$ cat config.mk
export PLATFORM = sky130hd
export DESIGN_NAME = regfile_sweep_clr
export DESIGN_NICKNAME = d
export VERILOG_FILES = /design/src/rtl/regfile_sweep_clr.sv
export SDC_FILE = /design/constraint.sdc
export NUM_CORES = 1
export LEC_CHECK = 0
export CAP_MARGIN = 25
export CORE_MARGIN = 1
export CORE_UTILIZATION = 55
export CTS_BUF_LIST = sky130_fd_sc_hd__clkbuf_8
export DETAILED_ROUTE_END_ITERATION = 10
export PLACE_DENSITY = 0.72
export RECOVER_POWER = 25
export SLEW_MARGIN = 20
export SYNTH_ARGS = -nofsm -noshare
export SYNTH_HDL_FRONTEND = slang
export SYNTH_SLANG_ARGS = --single-unit
$ cat constraint.sdc
create_clock -name clk -period 7.1 [get_ports clk]
set_input_delay 1.065 -clock clk [delete_from_list [all_inputs] [get_ports clk]]
set_output_delay 1.065 -clock clk [all_outputs]
set_load 0.01 [all_outputs]
$ cat src/rtl/regfile_sweep_clr.sv
// 2-read/1-write register file with optional zero register and write bypass.
// After reset or a clear request the entries are zeroed one per cycle; `ready` stays low meanwhile.
module regfile_sweep_clr #(
    parameter int WIDTH    = 32,
    parameter int ADDR_W   = 5,
    parameter int DEPTH    = 32,
    parameter int ZERO_REG = 1,
    parameter int BYPASS   = 1
) (
    input  logic              clk,
    input  logic              rst,
    input  logic [ADDR_W-1:0] A1,
    input  logic [ADDR_W-1:0] A2,
    input  logic [ADDR_W-1:0] A3,
    input  logic [WIDTH-1:0]  WD3,
    input  logic              WE3,
    input  logic              clr_req,
    output logic [WIDTH-1:0]  RD1,
    output logic [WIDTH-1:0]  RD2,
    output logic              ready,
    output logic              wr_err
);

    typedef enum logic [0:0] {
        ST_CLEAR = 1'b0,
        ST_RUN   = 1'b1
    } state_t;

    // One spare bit keeps the pointer from wrapping when DEPTH == 2**ADDR_W.
    localparam logic [ADDR_W:0] DEPTH_V  = (ADDR_W+1)'(DEPTH);
    localparam logic [ADDR_W:0] LAST_PTR = (ADDR_W+1)'(DEPTH - 1);

    state_t             state_r;
    logic [ADDR_W:0]    clr_ptr_r;
    logic               ready_r;
    logic               wr_err_r;
    logic [WIDTH-1:0]   mem [DEPTH];

    logic               wr_addr_ok_s;
    logic               wr_go_s;
    logic               fwd1_s;
    logic               fwd2_s;
    logic [WIDTH-1:0]   rd1_s;
    logic [WIDTH-1:0]   rd2_s;

    function automatic logic addr_in_range(input logic [ADDR_W-1:0] addr);
        return ({1'b0, addr} < DEPTH_V);
    endfunction

    function automatic logic [WIDTH-1:0] read_mux(
        input logic              running,
        input logic [ADDR_W-1:0] addr,
        input logic [WIDTH-1:0]  stored,
        input logic              fwd,
        input logic [WIDTH-1:0]  fwd_data
    );
        logic [WIDTH-1:0] val;
        if (!running) begin
            val = '0;
        end else if (!addr_in_range(addr)) begin
            val = '0;
        end else if ((ZERO_REG != 0) && (addr == '0)) begin
            val = '0;
        end else if (fwd) begin
            val = fwd_data;
        end else begin
            val = stored;
        end
        return val;
    endfunction

    // Write qualification: legal address, file running, no clear request competing.
    always_comb begin
        wr_addr_ok_s = addr_in_range(A3) && !((ZERO_REG != 0) && (A3 == '0));
        wr_go_s      = WE3 && ready_r && !clr_req && wr_addr_ok_s;
        fwd1_s       = (BYPASS != 0) && wr_go_s && (A3 == A1);
        fwd2_s       = (BYPASS != 0) && wr_go_s && (A3 == A2);
    end

    // Read ports.
    always_comb begin
        rd1_s = read_mux(ready_r, A1, mem[A1], fwd1_s, WD3);
        rd2_s = read_mux(ready_r, A2, mem[A2], fwd2_s, WD3);
    end

    assign RD1    = rd1_s;
    assign RD2    = rd2_s;
    assign ready  = ready_r;
    assign wr_err = wr_err_r;

    // Sweep/run controller with sticky dropped-write flag.
    always_ff @(posedge clk) begin
        if (!rst) begin
            state_r   <= ST_CLEAR;
            clr_ptr_r <= '0;
            ready_r   <= 1'b0;
            wr_err_r  <= 1'b0;
        end else begin
            case (state_r)
                ST_CLEAR: begin
                    if (WE3) begin
                        wr_err_r <= 1'b1;
                    end
                    if (clr_ptr_r == LAST_PTR) begin
                        state_r <= ST_RUN;
                        ready_r <= 1'b1;
                    end
                    clr_ptr_r <= clr_ptr_r + (ADDR_W+1)'(1);
                end
                ST_RUN: begin
                    if (clr_req) begin
                        state_r   <= ST_CLEAR;
                        clr_ptr_r <= '0;
                        ready_r   <= 1'b0;
                        if (WE3) begin
                            wr_err_r <= 1'b1;
                        end
                    end
                end
                default: begin
                    state_r   <= ST_CLEAR;
                    clr_ptr_r <= '0;
                    ready_r   <= 1'b0;
                end
            endcase
        end
    end

    // Storage: sweep zeroing in CLEAR, qualified writes in RUN.
    always_ff @(posedge clk) begin
        if (rst && (state_r == ST_CLEAR)) begin
            mem[clr_ptr_r[ADDR_W-1:0]] <= '0;
        end else if (rst && wr_go_s) begin
            mem[A3] <= WD3;
        end
    end

endmodule

# Word-level counts from Yosys, hierarchy flattened
# Memory sizes are Yosys's and may differ from the RTL's.
# Index checks and enable logic that the tools add are counted.
# W data, S select, Z words.
# word_totals
ff_bits	9
mem_bits_rw	1024
in_bits	51
out_inout_bits	66
word_cells	51
mem_count	1
# op_classes
add_sub_neg	1
eq_ne	5
n_mux	25
bitwise_logic	1
n_reduce_logical	14
# mem_list
memory	depth	width	read_ports	rd_ports_with_merged_regs	wr	line	source
mem	32	32	2	0	1	37	logic [WIDTH-1:0] mem [DEPTH];
# op_table
cell	count
$mux W32	7
$reduce_or A32 Y1	1
$logic_not A5 Y1	3
$mux W1	12
$pmux W6 S2	1
$eq A5 B5 Y1	2
$logic_and A1 B1 Y1	7
$add A6 B1 Y6 const B	1
$eq A6 B5 Y1 const B	1
$mux W6	1
$pmux W1 S2	3
$mux W5	1
$ne A2 B2 Y1 const B	2
$logic_not A1 Y1	2
$reduce_and A2 Y1	1
$not A1 Y1	1

# Longest topological paths before layout
# Gate-level depths: netlist of the first run.
# depth
ltp_word	9
mapped_depth	10
mapped_depth_nobuf	6

# Least setup slack after synthesis of the first run
# No wires, ideal clock.
# synth_path
path_type	input to register
startpoint	input port A3[0]
endpoint	memory mem[12][0], enable pin
setup_ns	0.421
arrival_ns	3.925
required_ns	6.679
slack_ns	2.754
path_stages	7
path_buffers	2
cell_sequence	buf_2 or4_1 o2111a_1 buf_2 nor3b_1 a31oi_2 nor2_1
# synth_between
elab_chain_cells	9
word_cells_on_any_way	10
classes_between	5 x mux; 5 x reduce/logical
# synth_rtl
element	line	source
start, declared	14	input logic [ADDR_W-1:0] A3,
$logic_not A5 Y1	74	wr_addr_ok_s = addr_in_range(A3) && !((ZERO_REG != 0) && (A3 == '0));
$logic_not A1 Y1	74	
$logic_and A1 B1 Y1	75	wr_go_s = WE3 && ready_r && !clr_req && wr_addr_ok_s;
$logic_and A1 B1 Y1	133	end else if (rst && wr_go_s) begin
$mux W1	133	
$mux W1	131	if (rst && (state_r == ST_CLEAR)) begin
$mux W1 (implied by the code)	134	mem[A3] <= WD3;
$reduce_or A32 Y1 (no source line)	--	
$mux W5 (no source line) or $mux W1 (tied branches)	--	
end, declared	37	
# Parallel ways exist; a longest one is shown, timed or not.

# Worst setup path after layout of the first run
# layout_path
startpoint	input port A3[4]
endpoint	memory mem[21][23] (data pin)
# layout_between
elab_chain_cells	9
# layout_rtl
element	line
$logic_not A5 Y1	74
$logic_not A1 Y1	74
$logic_and A1 B1 Y1	75
$logic_and A1 B1 Y1	133
$mux W1	133
$mux W1	131
$mux W1 (implied by the code)	134
$reduce_or A32 Y1 (no source line)	--
$mux W32 (no source line)	--
# Every way passes these cells.

==> results by group, run 1 <==
Detailed routing
  – Vias: 29.5k
  – TritonRoute pass-1 iters: 7
  – Starting DRC count in detailed routing: just under 4k
  – DRC viols: 0
  – Antenna Nets Post-Route: 0
  – Avg WL per Cell: 36.6 um
  – Via density: 7.32
  – Final wirelength: 148 mm

Die
  – Initial Util: 55.9%
  – Core Area: 87400 um^2
  – Die footprint: between 90000 and 100000 um^2
  – Chip Width: 300 um
  – # IOs: 117
  – Die Height: between 300 and 400 um
  – # rows: 108

Critical path
  – Worst r2r src: state_r
  – WS Path Type: in -> reg
  – Max FO, Critical Path: 31
  – Startpoint types: primary input
  – Data required, critical path: 7.59 ns
  – CP arrival: 6.26 ns
  – Worst setup EP type: flip-flop
  – Worst setup startpoint: A3[4]

Clock network
  – Hold_buf cts: 0
  – H-tree depth: 4
  – Post-CTS Resized: 0
  – CTS clk-pin slew, worst paths: 0.06 ns
  – CTS Buffer Depth: 3
  – Clock Tree Root: clkbuf_8
  – Clk Latency, worst-skew pair: around 0.85 ns
  – Total CTS buffers: 167
  – Post-CTS setup buffer count: 0
  – # clock sinks: slightly above 1k
  – CTS tree: built

STA
  – Final Critical Period: 5.77 ns
  – Setup violators final: 0
  – Slew of the pin with the lowest slew margin: between 1.5 and 2 ns
  – Worst Slack Setup Final: 1.33 ns
  – Max-slew headroom: -29.0%
  – Worst Skew: between 0.04 and 0.05 ns
  – Max frequency: ~0.17 GHz
  – Final period util: 81.3%
  – RSZ-0062 raised after global routing: no
  – Post-Route Setup TNS: 0 ns
  – Slew Limit Fails: 51
  – Fin. Hold Viols: 0

Pwr
  – Net Switching: 2.93 mW
  – Cell-internal power: 9.31 mW
  – Power Density: ~220 nW/um^2
  – LEAKAGE: roughly 18 nW
  – Comb pwr share: 7.6%
  – Seq pwr share: 54.4%
  – Clock share of power: a little under two fifths
  – Max VDD drop: ~190 uV
  – Net Sw Frac: 23.9%

Synthesis
  – Sequential-to-total area share from yosys stat: about 63%
  – Post-synth cell types: 53
  – Post-Syn Area: 48900 um^2
  – Area share of the largest cell type after synthesis: 62.9%
  – Synth Instances: around 2.6k
  – Cell accounting for the most synthesized area: edfxtp_1
  – Main synth FF type: edfxtp_1
  – Synth Register Bits: 1033
  – Async set-reset flop share out of synthesis: 0%
  – Warnings, synthesis: 0
  – Top cells by area, synth: edfxtp_1 (63%), mux4_2 (22%), mux2i_1 (5.2%)
  – Post-Syn Area per Cell: 19.0 um^2
  – EDFF count, synth: 1024
  – Synthesized Nets: 2630

Status
  – Failing checks: max-capacitance violations, max-slew violations
  – Status: complete, but fails checks

Place
  – PortBufs: ~120
  – Post-DP Area: between 50000 and 60000 um^2
  – Post-DP HPWL: ~82 mm
  – GP Congestion: 0.845
  – Inst Count DP: 3733
  – Place WS: approximately 1.5 ns

Final layout
  – Final std cells w/o fill: 4035
  – Share of layout cells above drive strength 1: between 20% and 30%
  – # fillers: 6058
  – Multi-input gate area: 17100 um^2
  – Finished Cell Area: 54600 um^2
  – Nets: 2809
  – Syn-to-layout area delta: 11.8%
  – Reg area: slightly above 30000 um^2

GRT
  – Largest net degree at the start of global routing: 83
  – Gr ovfl total: 0
  – Antenna violations before repair: 5
  – Vias in the first global route: 30.5k
  – First-pass GRT wire length: 212 mm
  – GRT Resource Usage Total: between 30% and 40%

Worst hold path
  – Hold path start: clr_ptr_r[5]
  – Hold Path Class: reg -> reg

Run
  – Max-cap violation count: 2
[per-layer routing]
layer / up-vias / GRT usage, % / routed length, um
met5: - / 0 / 15
met4: 2 / 17.0 / 8200
met3: 518 / 8.07 / 16800
met2: 2121 / 53.3 / 71400
met1: 15400 / 43.5 / 51500
li1: 11500 / - / -
[layout make-up]
| class | instances | share of cell area (%) |
|---|---|---|
| repair buffers | 220 | 4.00 |
| diodes | 4 | 0.0183 |
| inverters | 5 | 0.0367 |
| clock buffers | 169 | 4.26 |
| flip-flops and latches | 1033 | 56.6 |
| well taps | 1155 | 2.65 |
| clock inverters | 119 | 1.05 |
| multi-input cells | 1330 | 31.4 |
[power by group through the flow]
stage          Clock (mW)  Combinational [mW]  Sequential, mW
2_1_floorplan           0               0.636            6.78
3_3_place_gp            0               0.917            6.78
3_5_place_dp            0               0.923            6.79
4_1_cts              4.68               0.926            6.66
5_1_grt              4.93               0.966            6.66
6_report             4.65               0.933            6.66
[placed cells by master (no fill, tap or decap), types with 32 or more instances in the layout]
cell type / instances
clkbuf_8: 169
clkinv_1: 45
clkdlybuf4s50_1: 103
mux4_2: 475
nand2_1: 48
buf_4: 79
o22ai_1: 57
o221ai_1: 92
nor3_1: 32
o21ai_0: 56
mux2i_1: 252
nor2_1: 33
inv_1: 44
edfxtp_1: 1024
a21oi_1: 62
[synthesized netlist by cell type (6+ instances only)]
master and n:
o21ai_0 56, buf_1 16, a211oi_1 10, o21ai_1 30
nand3_1 25, a32o_1 7, buf_4 37, o22ai_1 57
o221ai_1 92, edfxtp_1 1024, a21oi_1 62, mux2i_1 252
dfxtp_1 9, and2_1 39, nand2b_1 10, buf_2 51
a31oi_1 7, nor2_1 64, mux4_2 475, clkbuf_1 99
nor3_1 32, buf_6 7, xor2_1 6, nand2_1 49
[final timing paths]
path / to / slack, ns / depth (start not counted)
max: mem[21][23] / 1.33 / 6
min: clr_ptr_r[5] / 0.48 / 1
max reg2reg: mem[21][23] / 1.72 / 4
min reg2reg: clr_ptr_r[5] / 0.48 / 1
[metrics by stage]
| stage | utilization, % | total power, mW | hold slack [ns] |
|---|---|---|---|
| final | 62.5 | 12.2 | 0.478 |
| after detailed placement | 59.1 | 7.71 | 0.462 |
| after floorplan | - | 7.42 | 0.432 |
| after global placement | 59.0 | 7.70 | 0.452 |
| after CTS | 62.4 | 12.3 | 0.475 |
| after global routing | 62.5 | 12.6 | 0.518 |
[registers in the layout (all words and copies together), names as in the netlist]
name and cells:
clr_ptr_r 6, mem 1024, ready 1, state_r 1
wr_err 1
[logic make-up after synthesis]
family	count (synthesis)	synth area share, %
flops	1033	63.3
simple gates	242	2.42
xor+xnor	11	0.197
compound gates	349	4.81
buf+inv	215	2.17
mux	727	27.1
fa+ha+maj	1	0.0256
[critical path, cell delays in order]
cell and delay, ns:
dlygate4sd3_1 0.73, or4_1 0.22, o2111a_1 1.44, clkbuf_1 1.48
and2_0 0.50, clkbuf_1 0.78
Note: power is estimated with default switching activity, not from simulation.
==> run 2: changes to the inputs <==
- clock period: 7.1 -> 6 ns (I/O delays scaled with it)
==> results by group, run 2 (synthesized netlist as in run 1, its figures left out) <==
Final layout
  – Max FFs per register: 1024
  – Syn-to-layout area delta: 12.6%
  – Most common cell after layout, fill and taps aside: edfxtp_1
  – Biggest regs: mem (1024), clr_ptr_r (6)
  – Most frequent cells in the layout: edfxtp_1 (1024), mux4_2 (475), mux2i_1 (252)
  – Largest Register: mem
  – Share of layout cells above drive strength 1: 29.4%
  – Final std cells w/o fill: 4053
  – Nets: 2814

Place
  – Post-DP HPWL: around 80 mm
  – PortBufs: 116
  – Inst Count DP: ~3.7k
  – GP Congestion: 0.842

GRT
  – Grt met2 use: 51.8%
  – Vias in the first global route: 30.2k
  – Most used routing layer: met2
  – Gr ovfl total: 0
  – First-pass GRT wire length: between 200 and 250 mm
  – Routing usage on met3: 7.52%
  – GR Layer Usage met1: 43.6%
  – Largest net degree at the start of global routing: 97
  – Antenna violations before repair: 2
  – GRT Resource Usage Total: between 30 and 40%

STA
  – Max-slew headroom: -32.4%
  – RSZ-0062 raised after global routing: no
  – Slew of the pin with the lowest slew margin: 1.99 ns
  – Final Critical Period: 5.51 ns
  – Post-Route Setup TNS: 0 ns
  – Fin. Hold Viols: 0
  – Final period util: between 90% and 100%
  – Max frequency: around 0.18 GHz
  – Worst Skew: 0.0483 ns
  – Slew Limit Fails: 51
  – Setup violators final: 0

Clock network
  – CTS Buffer Depth: 3
  – CTS tree: built
  – Hold_buf cts: 0
  – Clock Tree Root: clkbuf_8
  – Post-CTS setup buffer count: 0
  – # clock sinks: just over 1k
  – CTS clk-pin slew, worst paths: 0.06 ns
  – Clk Latency, worst-skew pair: 0.85 ns
  – Total CTS buffers: 166
  – H-tree depth: 4
  – Post-CTS Resized: 0

Worst hold path
  – Hold path endpoint: clr_ptr_r[5]
  – Hold depth: 1
  – Hold path start: clr_ptr_r[5]
  – Hold Path Class: reg -> reg

Critical path
  – Max FO, Critical Path: 30
  – Data required, critical path: 6.46 ns
  – WS Path Type: in -> reg
  – Reg2Reg Capture Point: mem[30][28]
  – Reg2reg setup slack: roughly 0.66 ns
  – Worst r2r src: state_r
  – R2R depth: 4
  – CP arrival: 5.97 ns
  – Worst setup EP type: flip-flop
  – Startpoint types: primary input
  – Worst setup startpoint: A3[3]

Die
  – # IOs: approximately 120
  – Core Area: 87400 um^2
  – # rows: 108
  – Initial Util: 55.9%
  – Chip Width: between 300 and 400 um
  – Die footprint: 90000 um^2
  – Die Height: 300 um

Detailed routing
  – Final wirelength: 146 mm
  – Avg WL per Cell: between 30 and 40 um
  – Via density: 7.22
  – DRC viols: 0
  – TritonRoute pass-1 iters: 5
  – Antenna Nets Post-Route: 0
  – Starting DRC count in detailed routing: 3887
  – Vias: 29.3k

Status
  – Failing checks: max-capacitance violations, max-slew violations
  – Status: complete, but fails checks

Pwr
  – LEAKAGE: between 15 and 20 nW
  – Power Density: 268 nW/um^2
  – Max VDD drop: 200 uV

Run
  – Max-cap violation count: 2
## run 2: changes by cell type in the layout (fill, tap and decap cells not counted), sizes merged
cell	previous run	this run
clkinvlp	4	5
clkdlybuf4s50	103	104
clkinv	64	67
clkbuf	174	177
dlygate4sd3	4	3
diode	4	1
bufinv	1	4
inv	55	61
buf	108	113
## run 2: report_power, final
part / leakage, nW / total, mW / switching, mW / internal (mW)
combinational: 6.45 / 1.10 / 0.608 / 0.497
sequential: 10.2 / 7.88 / 0.0209 / 7.86
clock: 1.77 / 5.75 / 2.90 / 2.86
## run 2: cell type report
| class | count | area [um^2] |
|---|---|---|
| well taps | 1155 | 1450 |
| multi-input cells | 1330 | 17100 |
| fillers | 5894 | 32400 |
| clock buffers | 171 | 2350 |
| clock inverters | 132 | 752 |
| flip-flops and latches | 1033 | 30900 |
| repair buffers | 226 | 2420 |
| diodes | 1 | 2.50 |
| inverters | 5 | 20.0 |
## run 2: layer usage
metal / routed length [um] / share of wire, %
met4: 8140 / 5.6
met5: 0 / 0
met2: 69600 / 48
met3: 17000 / 12
met1: 51000 / 35
## run 2: per-stage QoR
stage	util, %	worst slack [ns]	hold slack (ns)	instance area, um^2	power (mW)
floorplan	-	1.82	0.432	48900	8.78
global placement	59.3	0.739	0.448	51900	9.11
detailed placement	59.3	0.713	0.458	51900	9.13
CTS	62.9	0.687	0.471	55000	14.8
global route	62.9	0.444	0.494	55000	15.1
finish	62.9	0.486	0.476	55000	14.7
## run 2: worst max-delay path by stage
stage	end	slack, ns	cells past startpoint
after floorplan	mem[12][0]	1.82	7
after global placement	RD2[0]	0.74	7
after detailed placement	RD2[0]	0.71	7
after CTS	RD2[0]	0.69	7
after global routing	mem[30][28]	0.44	6
final	mem[30][28]	0.49	6
## run 2: critical path: stages
cell,delay [ns]
dlygate4sd3_1,0.71
or4_1,0.20
o2111a_1,1.34
clkbuf_1,1.51
and2_0,0.42
clkbuf_1,0.84
==> patch 1 (flow settings as in run 2) <==
Change the parameter `WIDTH` from 32 to 36.
--- a/src/rtl/regfile_sweep_clr.sv
+++ b/src/rtl/regfile_sweep_clr.sv
@@ -2,5 +2,5 @@
 // After reset or a clear request the entries are zeroed one per cycle; `ready` stays low meanwhile.
 module regfile_sweep_clr #(
-    parameter int WIDTH    = 32,
+    parameter int WIDTH    = 36,
     parameter int ADDR_W   = 5,
     parameter int DEPTH    = 32,
Interface: changed (resized RD1, RD2 and WD3); port bits go from 117 to 129. The function was not compared with the original's and may differ.
==> patch 1 against run 2 <==
The flow still finishes with violations (capacitance limit, slew limit); routed wire length is 8.9% higher; sequential cell count up 128; synthesized cell count grew 4.8%; utilization down 0.55 points; non-clock buffer count rose by 11; setup slack gained 0.13 ns; clock skew is 0.014 ns lower; global-route usage decreased by 0.76 points; area after synthesis grew 12%; clock power grew 11%; sequential power increased by 12%; register-to-register slack gained 0.20 ns; design area up 11%; total power rose by 11%; highest routed layer is now met5.
==> patch 1: results (changes against run 2) <==
Setup path
The largest driver fanout on the critical path is 27 (-10%). Following the worst setup path forward leads to its endpoint at mem[17][16]. The internal reg-to-reg setup slack is 0.86 ns (+0.20 ns). The highest cell delay on the worst timing path is 1.62 ns (+0.11 ns).

Layout
The post-layout instance count excluding filler cells is 4349 (+7.3%). The final net count is 2965 (+5.4%).

Placed design
The cell area after placement is 0.05789 sq mm (+12%). The half-perimeter wire length of the detailed placement result is 84.08 mm (+5.6%). The count of input and output buffers is 128 (+10%). The post-placement worst setup slack came to 0.8202 ns (+0.1075 ns).

Outcome
The final reports fail on capacitance limit, slew limit. The flow ran to the end, but the final reports show violations.

Power and ir drop
The power in combinational cells is 1180 uW (+7%).

Global route
The initial antenna violation count is 6 (+4). The overall global routing resource usage is 0.3227 (-0.007618). The global-route track usage on met1 is 0.4571 (+0.02106). The number of global-route vias before repair is 31730 (+5.0%).

The met2 global-route usage is 0.4822 (-0.03591).

Routing
The number of violations reported at the end of detailed-routing iteration 0 was 4345 (+12%).

STA
The final count of pins violating max slew is 87 (+71%). The worst slew margin relative to its limit came to -0.5535 (-0.2294). The least setup slack across all paths after layout is 0.6169 ns (+0.1305 ns).

Logic synthesis
In the synthesized netlist, the cells that appear most often are edfxtp_1, mux4_2, mux2i_1. The per-instance average area after synthesis is 20.16 sq um (+6.4%). The post-synth net total was 2759 (+4.9%).

Flow run
The number of maximum-capacitance constraint violations is 3 (+1).

Clock tree
The clock latency reported for the late side of the worst-skew pair is 0.90 ns (+0.05 ns).
==> patch 1: changes by cell type after synthesis, sizes merged, moves of 27 or more <==
cell / run 2 / this run
mux2i: 252 / 166
nor3: 32 / 3
o221ai: 92 / 65
edfxtp: 1024 / 1152
nand2: 49 / 130
mux4: 475 / 612
==> patch 1: worst min path at each step <==
stage	startpoint	slack (ns)	cells after the start	endpoint
after floorplan	clr_ptr_r[5]	0.43	1	clr_ptr_r[5]
after global placement	clr_ptr_r[5]	0.45	1	clr_ptr_r[5]
after detailed placement	clr_ptr_r[5]	0.47	1	clr_ptr_r[5]
after CTS	clr_ptr_r[5]	0.48	1	clr_ptr_r[5]
after global routing	clr_ptr_r[5]	0.52	1	clr_ptr_r[5]
final	clr_ptr_r[5]	0.48	1	clr_ptr_r[5]
==> patch 1: cell families (layout without fill, tap and decap cells) <==
| kind of cell | Yosys count | after routing | synth area share |
|---|---|---|---|
| buffers and inverters | 222 | 578 | 0.01952 |
| adders and majority gates | 1 | 1 | 0.0002296 |
| DFF | 1161 | 1161 | 0.6381 |
| xor gates and xnor gates | 11 | 11 | 0.001768 |
| AOI/OAI and AO/OA | 269 | 269 | 0.03338 |
| other | 0 | 3 | 0 |
| and+or+nand+nor | 253 | 253 | 0.02193 |
| muxes | 786 | 786 | 0.2851 |
==> patch 1: per-layer routing <==
metal	wire [microns]	vias up
met5	36	-
met4	5432	6
met3	21990	326
met2	73390	2327
met1	57830	16520
li1	-	12220
==> patch 1: final cells by class <==
cell class | count | share of cell area
timing repair buffer | 237 | 0.04181
tap | 1287 | 0.02626
multi-input combinational | 1320 | 0.3090
clock inverter | 146 | 0.01306
inverter | 7 | 0.0004693
clock buffer | 188 | 0.04220
antenna | 3 | 0.0001224
sequential | 1161 | 0.5671
==> patch 2 (settings of run 2) <==
Without the edit above. Register the output `wr_err` once more, with the module's reset; this adds one clock of latency there. The other outputs are not delayed to match.
--- a/src/rtl/regfile_sweep_clr.sv
+++ b/src/rtl/regfile_sweep_clr.sv
@@ -87,5 +87,11 @@
     assign RD2    = rd2_s;
     assign ready  = ready_r;
-    assign wr_err = wr_err_r;
+    always_ff @(posedge clk) begin
+        if (!rst) begin
+            wr_err <= '0;
+        end else begin
+            wr_err <= wr_err_r;
+        end
+    end
 
     // Sweep/run controller with sticky dropped-write flag.
Check against the original RTL: not equivalent (Yosys sat finds a counterexample within 4 cycles, from zero or initial values and one cycle with rst low).
==> patch 2 against run 2 <==
The run still ends with capacitance limit, slew limit left; setup slack got worse by 0.050 ns; sequential cell count increased by 1; total power decreased by 0.75%; design area about the same; utilization down 0.72 points; synthesized cell count is 0.39% lower; final cell count grew 0.20%; routed wire length shrank 0.75%; area after synthesis is 0.47% higher; clock skew decreased by 0.011 ns; highest routed layer unchanged.
==> patch 2: results (changes against run 2) <==
Clock tree
The CTS buffer count was 167 (+0.60%). The post-cts sizing count is 0 (unchanged).

Logic synthesis
Yosys attributes the largest share of cell area to edfxtp_1, mux4_2, mux2i_1. The share of synthesized cell area in full adder, half adder and majority cells was 0.0002549 (-0.000001208). The share of synthesized area occupied by flip-flops and latches is 0.6305 (-0.002577).

After synthesis, the most frequently instantiated cells are edfxtp_1, mux4_2, mux2i_1. The number of flops mapped to enable cells by yosys is 1024 (unchanged). The mux share of post-synthesis cell area is 0.2733 (+0.002726). The count of unique library cells instantiated by Yosys came to 58 (+9.4%). The post-synth net total is 2620 (-0.38%). The xor/xnor share of the synthesized area is 0.001963 (-0.000009298). The fraction of the mapped netlist area in compound gates was 0.04325 (-0.004891).

Outcome
The flow ran to the end, but the final reports show violations. The checks that failed: capacitance limit, slew limit.

Power and ir drop
The maximum vdd ir drop is 0.0001867 V (-6.8%). The internal power component is 11140 uW (-0.70%). The share of power burned in the clock network is 0.384 (-0.006). The static leakage power is 0.01843 uW (+0.13%). The share of total power dissipated in combinational logic is 0.076.

Global route
The maximum number of pins on one net before global-route repair came to 108 (+11%). The overall global routing resource usage is 0.3258 (-0.004518). The first-pass GRT wire length is 208.8 mm (-0.31%). The number of global-route vias before repair is 30120 (-0.34%).

Placed design
The final estimated routing congestion in global placement is 0.8620 (+2.4%). The half-perimeter wire length of the detailed placement result is 84.11 mm (+5.6%). The count of input and output buffers is 116 (unchanged). The post-placement worst setup slack is 0.7487 ns (+0.03600 ns).

Flow run
The number of maximum-capacitance constraint violations was 4 (+2).

Layout
The end-of-flow core utilization is 0.6223 (-0.007162). The final net count was 2823 (+0.32%). The fraction of layout cells with a size suffix above 1 is 0.3011 (+0.007319).

Setup path
In this run the worst setup path begins at A3[4]. The capture point of the worst path is mem[12][29]. The worst path arrival time is 6.03 ns (+0.06 ns). The highest cell delay on the worst timing path is 1.49 ns (-0.02 ns). The number of cell instances on the worst register-to-register path is 5 (+1). The worst reg2reg path startpoint is ready. The largest driver fanout on the critical path is 28 (-6.7%). The internal reg-to-reg setup slack was 0.71 ns (+0.05 ns).

Routing
The number of violations reported at the end of detailed-routing iteration 0 is 3609 (-7.2%). The per-cell routed wire length is 35.62 microns (-0.94%). The number of detailed-routing iterations run before antenna repair is 6 (+1). The via density per instance was 7.210 (-0.17%).

STA
The worst-case clock skew is 0.03720 ns (-0.01106 ns). The worst slew margin relative to its limit is -0.3131 (+0.01104). The final count of pins violating max slew was 117 (+130%). The least setup slack across all paths after layout is 0.4366 ns (-0.04988 ns).

Worst hold path
The classification of the worst-slack hold path is flop to flop.
## patch 2: per-stage QoR
| step | area [sq um] | hold slack [ns] | power, uW | cells |
|---|---|---|---|---|
| detailed placement | 51990 | 0.4505 | 9150 | 3756 |
| global placement | 51990 | 0.4468 | 9136 | 3756 |
| CTS | 54950 | 0.4782 | 14660 | 4047 |
| global route | 54990 | 0.5113 | 15020 | 4059 |
| floorplan | 49090 | 0.4306 | 8801 | 2568 |
| finish | 55000 | 0.4791 | 14630 | 4061 |
## patch 2: layer usage
layer | share of wire | GRT usage
met1 | 0.36 | 0.4364
met2 | 0.49 | 0.5182
met3 | 0.11 | 0.06587
met4 | 0.048 | 0.1535
met5 | 0 | 0
## patch 2: cell type report
type                    instances  area (sq um)
repair buffers                240          2354
well taps                    1165          1458
flip-flops and latches       1034         30950
clock inverters               121         624.3
multi-input cells            1324         17250
diodes                          3         7.507
inverters                       4         16.27
clock buffers                 170          2340
fillers                      6185         33380
